--- src/rtl/demux14_dispatch_if.sv ---
`default_nettype none
// ============================================================================
// Module   : demux14_dispatch_if
// Brief    : Input stream, output lanes and status bundle for demux14_dispatch
// Revision : 1.0
// ============================================================================
interface demux14_dispatch_if #(
    parameter int WIDTH = 8,
    parameter int CNT_W = 16
);
    logic [WIDTH-1:0]   in_data;
    logic [1:0]         in_sel;
    logic               in_mode;
    logic               in_valid;
    logic               in_ready;
    logic               rr_clr;
    logic [4*WIDTH-1:0] out_data;
    logic [3:0]         out_valid;
    logic [3:0]         out_ready;
    logic [1:0]         rr_ptr;
    logic [CNT_W-1:0]   beat_cnt;
    logic               busy;

    modport master (
        output in_data, in_sel, in_mode, in_valid, rr_clr, out_ready,
        input  in_ready, out_data, out_valid, rr_ptr, beat_cnt, busy
    );

    modport slave (
        input  in_data, in_sel, in_mode, in_valid, rr_clr, out_ready,
        output in_ready, out_data, out_valid, rr_ptr, beat_cnt, busy
    );
endinterface
`default_nettype wire

--- src/rtl/demux14_dispatch.sv ---
`default_nettype none
// ============================================================================
// Module   : demux14_dispatch
// Brief    : 1-to-4 valid/ready dispatcher, one-beat holding register per lane
// Revision : 1.0
// ============================================================================
module demux14_dispatch #(
    parameter int WIDTH = 8,
    parameter int CNT_W = 16
) (
    input wire                clk,
    input wire                rst_n,
    demux14_dispatch_if.slave bus
);
    localparam int c_LANES = 4;

    logic [1:0]                      w_dest;
    logic                            w_in_ready;
    logic                            w_accept;
    logic [c_LANES-1:0]              w_load;
    logic [c_LANES-1:0]              w_pop;

    logic [c_LANES-1:0]              valid_q, valid_d;
    logic [c_LANES-1:0][WIDTH-1:0]   data_q,  data_d;
    logic [1:0]                      rr_ptr_q, rr_ptr_d;
    logic [CNT_W-1:0]                beat_cnt_q, beat_cnt_d;

    // A full lane that drains this cycle may be reloaded in the same cycle.
    always_comb begin
        w_dest     = bus.in_mode ? rr_ptr_q : bus.in_sel;
        w_in_ready = !valid_q[w_dest] || bus.out_ready[w_dest];
        w_accept   = bus.in_valid && w_in_ready;
    end

    generate
        for (genvar gi = 0; gi < c_LANES; gi++) begin : g_lane
            assign w_load[gi]  = w_accept && (w_dest == 2'(gi));
            assign w_pop[gi]   = valid_q[gi] && bus.out_ready[gi];
            assign valid_d[gi] = w_load[gi] || (valid_q[gi] && !w_pop[gi]);
            assign data_d[gi]  = w_load[gi] ? bus.in_data : data_q[gi];
        end
    endgenerate

    // Clear wins over increment; the beat in the clear cycle uses the old pointer.
    always_comb begin
        rr_ptr_d   = rr_ptr_q;
        beat_cnt_d = beat_cnt_q;
        if (bus.rr_clr) begin
            rr_ptr_d = 2'd0;
        end else if (w_accept && bus.in_mode) begin
            rr_ptr_d = rr_ptr_q + 2'd1;
        end
        if (w_accept) begin
            beat_cnt_d = beat_cnt_q + CNT_W'(1);
        end
    end

    always_ff @(posedge clk or negedge rst_n) begin
        if (!rst_n) begin
            valid_q    <= '0;
            data_q     <= '0;
            rr_ptr_q   <= 2'd0;
            beat_cnt_q <= '0;
        end else begin
            valid_q    <= valid_d;
            data_q     <= data_d;
            rr_ptr_q   <= rr_ptr_d;
            beat_cnt_q <= beat_cnt_d;
        end
    end

    assign bus.in_ready  = w_in_ready;
    assign bus.out_valid = valid_q;
    assign bus.out_data  = data_q;
    assign bus.rr_ptr    = rr_ptr_q;
    assign bus.beat_cnt  = beat_cnt_q;
    assign bus.busy      = |valid_q;

endmodule
`default_nettype wire

--- src/flat_wrapper.sv ---
// flat-port wrapper written by rule: the top's interface ports become plain ports
module demux14_dispatch_flat 
#(
    parameter int WIDTH = 8,
    parameter int CNT_W = 16
)
  (clk, rst_n, bus_in_data, bus_in_sel, bus_in_mode, bus_in_valid, bus_rr_clr, bus_out_ready, bus_in_ready, bus_out_data, bus_out_valid, bus_rr_ptr, bus_beat_cnt, bus_busy);
  demux14_dispatch_if #(.WIDTH(WIDTH), .CNT_W(CNT_W)) bus_i ();
  input wire clk;
  input wire rst_n;
  input wire logic [$bits(bus_i.in_data)-1:0] bus_in_data;
  input wire logic [$bits(bus_i.in_sel)-1:0] bus_in_sel;
  input wire logic [$bits(bus_i.in_mode)-1:0] bus_in_mode;
  input wire logic [$bits(bus_i.in_valid)-1:0] bus_in_valid;
  input wire logic [$bits(bus_i.rr_clr)-1:0] bus_rr_clr;
  input wire logic [$bits(bus_i.out_ready)-1:0] bus_out_ready;
  output wire logic [$bits(bus_i.in_ready)-1:0] bus_in_ready;
  output wire logic [$bits(bus_i.out_data)-1:0] bus_out_data;
  output wire logic [$bits(bus_i.out_valid)-1:0] bus_out_valid;
  output wire logic [$bits(bus_i.rr_ptr)-1:0] bus_rr_ptr;
  output wire logic [$bits(bus_i.beat_cnt)-1:0] bus_beat_cnt;
  output wire logic [$bits(bus_i.busy)-1:0] bus_busy;
  assign bus_i.in_data = bus_in_data;
  assign bus_i.in_sel = bus_in_sel;
  assign bus_i.in_mode = bus_in_mode;
  assign bus_i.in_valid = bus_in_valid;
  assign bus_i.rr_clr = bus_rr_clr;
  assign bus_i.out_ready = bus_out_ready;
  assign bus_in_ready = bus_i.in_ready;
  assign bus_out_data = bus_i.out_data;
  assign bus_out_valid = bus_i.out_valid;
  assign bus_rr_ptr = bus_i.rr_ptr;
  assign bus_beat_cnt = bus_i.beat_cnt;
  assign bus_busy = bus_i.busy;
  demux14_dispatch #(.WIDTH(WIDTH), .CNT_W(CNT_W)) u_core (.clk(clk), .rst_n(rst_n), .bus(bus_i));
endmodule
--- config.mk ---
export PLATFORM = sky130hd
export DESIGN_NAME = demux14_dispatch_flat
export DESIGN_NICKNAME = d
export VERILOG_FILES = /design/src/rtl/demux14_dispatch_if.sv /design/src/rtl/demux14_dispatch.sv /design/src/flat_wrapper.sv
export SDC_FILE = /design/constraint.sdc
export NUM_CORES = 1
export LEC_CHECK = 0
export CAP_MARGIN = 10
export CORE_MARGIN = 2
export CORE_UTILIZATION = 45
export DETAILED_ROUTE_END_ITERATION = 10
export PLACE_DENSITY = 0.79
export SYNTH_ARGS = -nofsm -noshare
export SYNTH_HDL_FRONTEND = slang
export SYNTH_SLANG_ARGS = --single-unit
--- constraint.sdc ---
create_clock -name clk -period 2.2 [get_ports clk]
set_input_delay 0.44 -clock clk [delete_from_list [all_inputs] [get_ports clk]]
set_output_delay 0.44 -clock clk [all_outputs]
set_load 0.01 [all_outputs]
[Word level (Yosys, flattened, before mapping)]
Index checks and enable logic that the tools add are counted.
Storage, ports and cells
  output and inout bits: 56
  logic and storage cells: 47
  input port bits: 19
  bits in registers: 54
Operators by class
  order comparisons: 1
  add/subtract/negate cells: 2
  reductions and logical operators: 27
  mux-type cells: 7
  eq/ne operators: 3
Operator list (number)
  16-bit by 1-bit adder with 16-bit output, second input constant: 1
  1-bit logical AND: 14
  2-bit two-way mux: 3
  1-bit zero test: 5
  1-bit logical OR: 5
  1-bit binary-select mux with 2-bit select: 2
  2-bit == test, second input constant: 2
  4-bit OR reduction: 1
  2-bit by 3-bit less-than comparator with 1-bit output, second input constant: 1
  2-bit by 1-bit adder with 2-bit output, second input constant: 1
  2-bit by 1-bit == test with 1-bit output, second input constant: 1
  2-bit zero test: 1
  1-bit two-way mux: 2
  2-bit nonzero test: 1

[Logic depth before layout (Yosys ltp)]
  depth in word-level cells: 9
  depth in mapped cells: 5
  depth with buffers taken out: 5

[Worst setup path after synthesis]
OpenSTA, ideal clock, no wires.
  path type: input-to-reg
  start point: input port bus_in_mode
  end point: register u_core.beat_cnt_q[11] (netlist: u_core.bus.beat_cnt[11])
  path slack: 0.055 ns
  required time: 2.121 ns
  arrival time: 2.066 ns
  stages: 5
  buffers on the path: 1
  setup time: 0.079 ns
  cell sequence: mux2i_1 > mux4_2 > buf_2 > nor4_1 > xor2_1
Between the ends
  cells in the longest elaborated chain, start to end: 6
  elaborated cells on any way between the ends: 8
  classes of those cells: mux: 5; reduce/logical: 3
Ends and longest elaborated chain
  start: declaration: line flat_wrapper.sv:13  | input wire logic [$bits(bus_i.in_mode)-1:0] bus_in_mode;
  2-bit two-way mux (*): line demux14_dispatch.sv:30  | w_dest = bus.in_mode ? rr_ptr_q : bus.in_sel;
  1-bit binary-select mux with 2-bit select: line demux14_dispatch.sv:31  | w_in_ready = !valid_q[w_dest] || bus.out_ready[w_dest];
  1-bit two-way mux (not written as such): line demux14_dispatch.sv:31
  1-bit zero test: line demux14_dispatch.sv:31
  1-bit logical OR (*): line demux14_dispatch.sv:31
  1-bit logical AND (*): line demux14_dispatch.sv:32  | w_accept = bus.in_valid && w_in_ready;
  end signal: assignment: line demux14_dispatch.sv:68  | beat_cnt_q <= beat_cnt_d;
  end: declaration: line demux14_dispatch.sv:26  | logic [CNT_W-1:0] beat_cnt_q, beat_cnt_d;
Mark *: on every way between the ends. The rest lies on a longest branch, timed or not. The select of a mux whose other input is x is not followed.
A chain may end at the register's enable or synchronous reset.

[Worst setup path after layout]
  start point: input port bus_in_mode
  end point: output port bus_in_ready
Between the ends
  cells in the longest elaborated chain, start to end: 5
  elaborated cells on any way between the ends: 7
  classes of those cells: mux: 5; reduce/logical: 2
Ends and longest elaborated chain
  2-bit two-way mux (*): line demux14_dispatch.sv:30
  1-bit binary-select mux with 2-bit select: line demux14_dispatch.sv:31
  1-bit two-way mux (not written as such): line demux14_dispatch.sv:31
  1-bit zero test: line demux14_dispatch.sv:31
  1-bit logical OR (*): line demux14_dispatch.sv:31
  end: declaration: line flat_wrapper.sv:17  | output wire logic [$bits(bus_i.in_ready)-1:0] bus_in_ready;
Marked as above.

==> results <==
-- synthesized netlist by cell type, types with 3 or more instances --
cell type	number
mux2_2	33
dfrtp_1	54
mux2i_1	3
xnor2_1	7
nand3_1	10
nand4_1	4
nor2b_1	4
and3_1	5
nand2b_1	4
xor2_1	8
nor4_1	4
nor2_1	3
inv_1	3
nor3_1	5
nand2_1	11
-- through the flow --
stage	instance area (um^2)	TNS [ps]	instances	total power, mW
floorplan	2250	0	171	1.81
global placement	3230	-5430	327	2.44
detailed placement	3230	-6510	327	2.46
CTS	3350	0	335	3.15
global route	3360	-26.4	336	3.28
finish	3360	0	336	3.12
-- cell type report --
cell class	instances	area [um^2]	share of cell area (%)
clock buffer	6	82.6	2.46
clock inverter	1	30.0	0.895
inverter	3	11.3	0.336
multi-input combinational	112	883	26.3
sequential	54	1350	40.3
tap	67	83.8	2.50
timing repair buffer	93	913	27.2
-- cells by family after synthesis --
logic type	after synthesis	share of synthesized area, %
flip-flops	54	60.0
buffers and inverters	5	0.889
AO/OA/AOI/OAI	4	0.889
XOR/XNOR	15	5.84
multiplexers	37	18.8
adder cells (fa/ha/maj)	1	0.556
AND/OR/NAND/NOR	55	13.0
-- flip-flops by register name (all words and copies together), names as in the netlist --
register	count
u_core.bus.beat_cnt	16
u_core.bus.out_data	32
u_core.bus.out_valid	4
u_core.bus.rr_ptr	2
-- critical path, stage by stage --
cell           delay [ps]
dlygate4sd2_1         260
mux2i_2               290
mux4_2                560
inv_2                  80
buf_6                 100
-- power by group --
| part | internal [mW] | switching, mW |
|---|---|---|
| Sequential | 1.23 | 0.158 |
| Combinational | 0.671 | 0.382 |
| Clock | 0.364 | 0.313 |
-- repair_timing --
action / 4_1_cts / 5_1_grt
setup buffers: 1 / 1
hold buffers: 0 / 0
endpoints found under the setup margin: 6 / 1
gates resized for setup: 10 / 0
-- metal layers --
| layer | GRT usage, % | up-vias | wire length [um] |
|---|---|---|---|
| met3 | 8.03 | 6 | 453 |
| li1 | - | 797 | - |
| met5 | 0 | - | 0 |
| met2 | 30.2 | 60 | 2320 |
| met1 | 24.4 | 813 | 2060 |
| met4 | 5.95 | 0 | 61 |
-- worst min path at each step --
stage / cells after the start / to / slack [ps] / start
after detailed placement: 1 / u_core.bus.beat_cnt[3]$_DFFE_PN0P_ / 440 / rst_n
after floorplan: 0 / u_core.bus.beat_cnt[0]$_DFFE_PN0P_ / 140 / rst_n
after CTS: 1 / u_core.bus.out_valid[0]$_DFF_PN0_ / 100 / rst_n
after global routing: 1 / u_core.bus.out_valid[0]$_DFF_PN0_ / 130 / rst_n
final: 1 / u_core.bus.beat_cnt[3]$_DFFE_PN0P_ / 90 / rst_n
after global placement: 1 / u_core.bus.beat_cnt[3]$_DFFE_PN0P_ / 430 / rst_n
==> flow_summary.toml <==
[logic_synthesis]
syn_avg_cell_area_um2 = 13.2
async_flop_share_pct = 100
yosysWarnings = 0
synth_edf_count = 0
synth_top_area_share_pct = 60.0
synthFlopType = "dfrtp_1"
ys_seq_area_share_pct = 60.0
synth_seq_cells = 54
synth_fp_nets = 191
synth_area_leaders = "dfrtp_1, mux2_2, xor2_1"
syn-cell-area_mm2 = 0.00225
synth_cell_types = 24
synth_top_cell_by_area = "dfrtp_1"
synthCells = 171

[power]
power.density_mw_per_mm2 = 929
vdd_drop_max_v = 0.000596
p_leak_nw = 1.49

[worst_setup_path]
reg2reg_slack_ps = 220
critPathKind = "input pin to output pin"
crit_fanout = 2
timing.rr.end = "u_core.bus.beat_cnt[11]$_DFFE_PN0P_"
crit_path_end_kind = "output pin"
worstPathRequired_ps = 1760
r2r-start = "u_core.bus.rr_ptr[1]$_DFFE_PN0P_"
crit_end = "bus_in_ready"
arrival_ps = 1720
startpoint = "bus_in_mode"
r2r_cells = 5
crit_path_start_kind = "input pin"

[layout]
n_antenna_cell = 0
fillCellCount = 355
syn_to_final_growth_pct = 49.1
num-nets-final = 289
layout_commonest_cell = "clkdlybuf4s50_1"
final_util_pct = 70.1
most-common-layout-cells = "clkdlybuf4s50_1, dfrtp_1, mux2_2"
drive_gt1_share_pct = 23.8

[cts]
cts.clk_slew.worst_paths_ps = 90
htree_num_levels = 2
cts_buffers = 5
cts_tree = "done"
cts_buffer_depth = 2
insertion_delay_ps = 310
clkSinkCount = 54
cts_root_buf = "clkbuf_8"

[detailed_routing]
routedWlPerCell_um = 14.6
num_vias = 1676
firstDrtPassIters = 4
viasPerCell = 4.99
drt-total-wl_mm = 4.89
drt_drc_violations_left = 0
drt_iter0_drc = 45
ant_nets = 0

[die]
io_pins = 75
fp.coreArea_mm2 = 0.00479
rows = 25
fp.dieH_um = 74.7
fp.dieArea_mm2 = 0.00558
die_x_um = 74.7
start_util_pct = 47.0

[sta]
maxSlewHeadroom_pct = 65.6
report.final.slew_viol_count = 0
setup_viol = 0
min_period_ps = 2160
worstMarginPinSlew_ps = 516
holdWs_ps = 92.3
finalHoldViolCount = 0
fin_skew_ps = 4.70
period_share_pct = 98.0
max_freq_ghz = 0.464
fin_ws_ps = 44.1

[global_route]
overflow = 0
antenna_found_initial = 0
grt_max_degree = 34
track_usage_pct = 19.2
grt_pass1_vias = 1679
grt_first_pass_wirelength_mm = 7.92

[min_path]
min_path_type = "input pin to async pin"

[placed_design]
dp_hpwl_mm = 3.61
place.gp.congestion = 0.830
dp_slack_ps = -635
numPortBuffers = 74

[job]
max_cap_violations = 0

[outcome]
status = "completed"
Note: power is estimated with default switching activity, not from simulation.
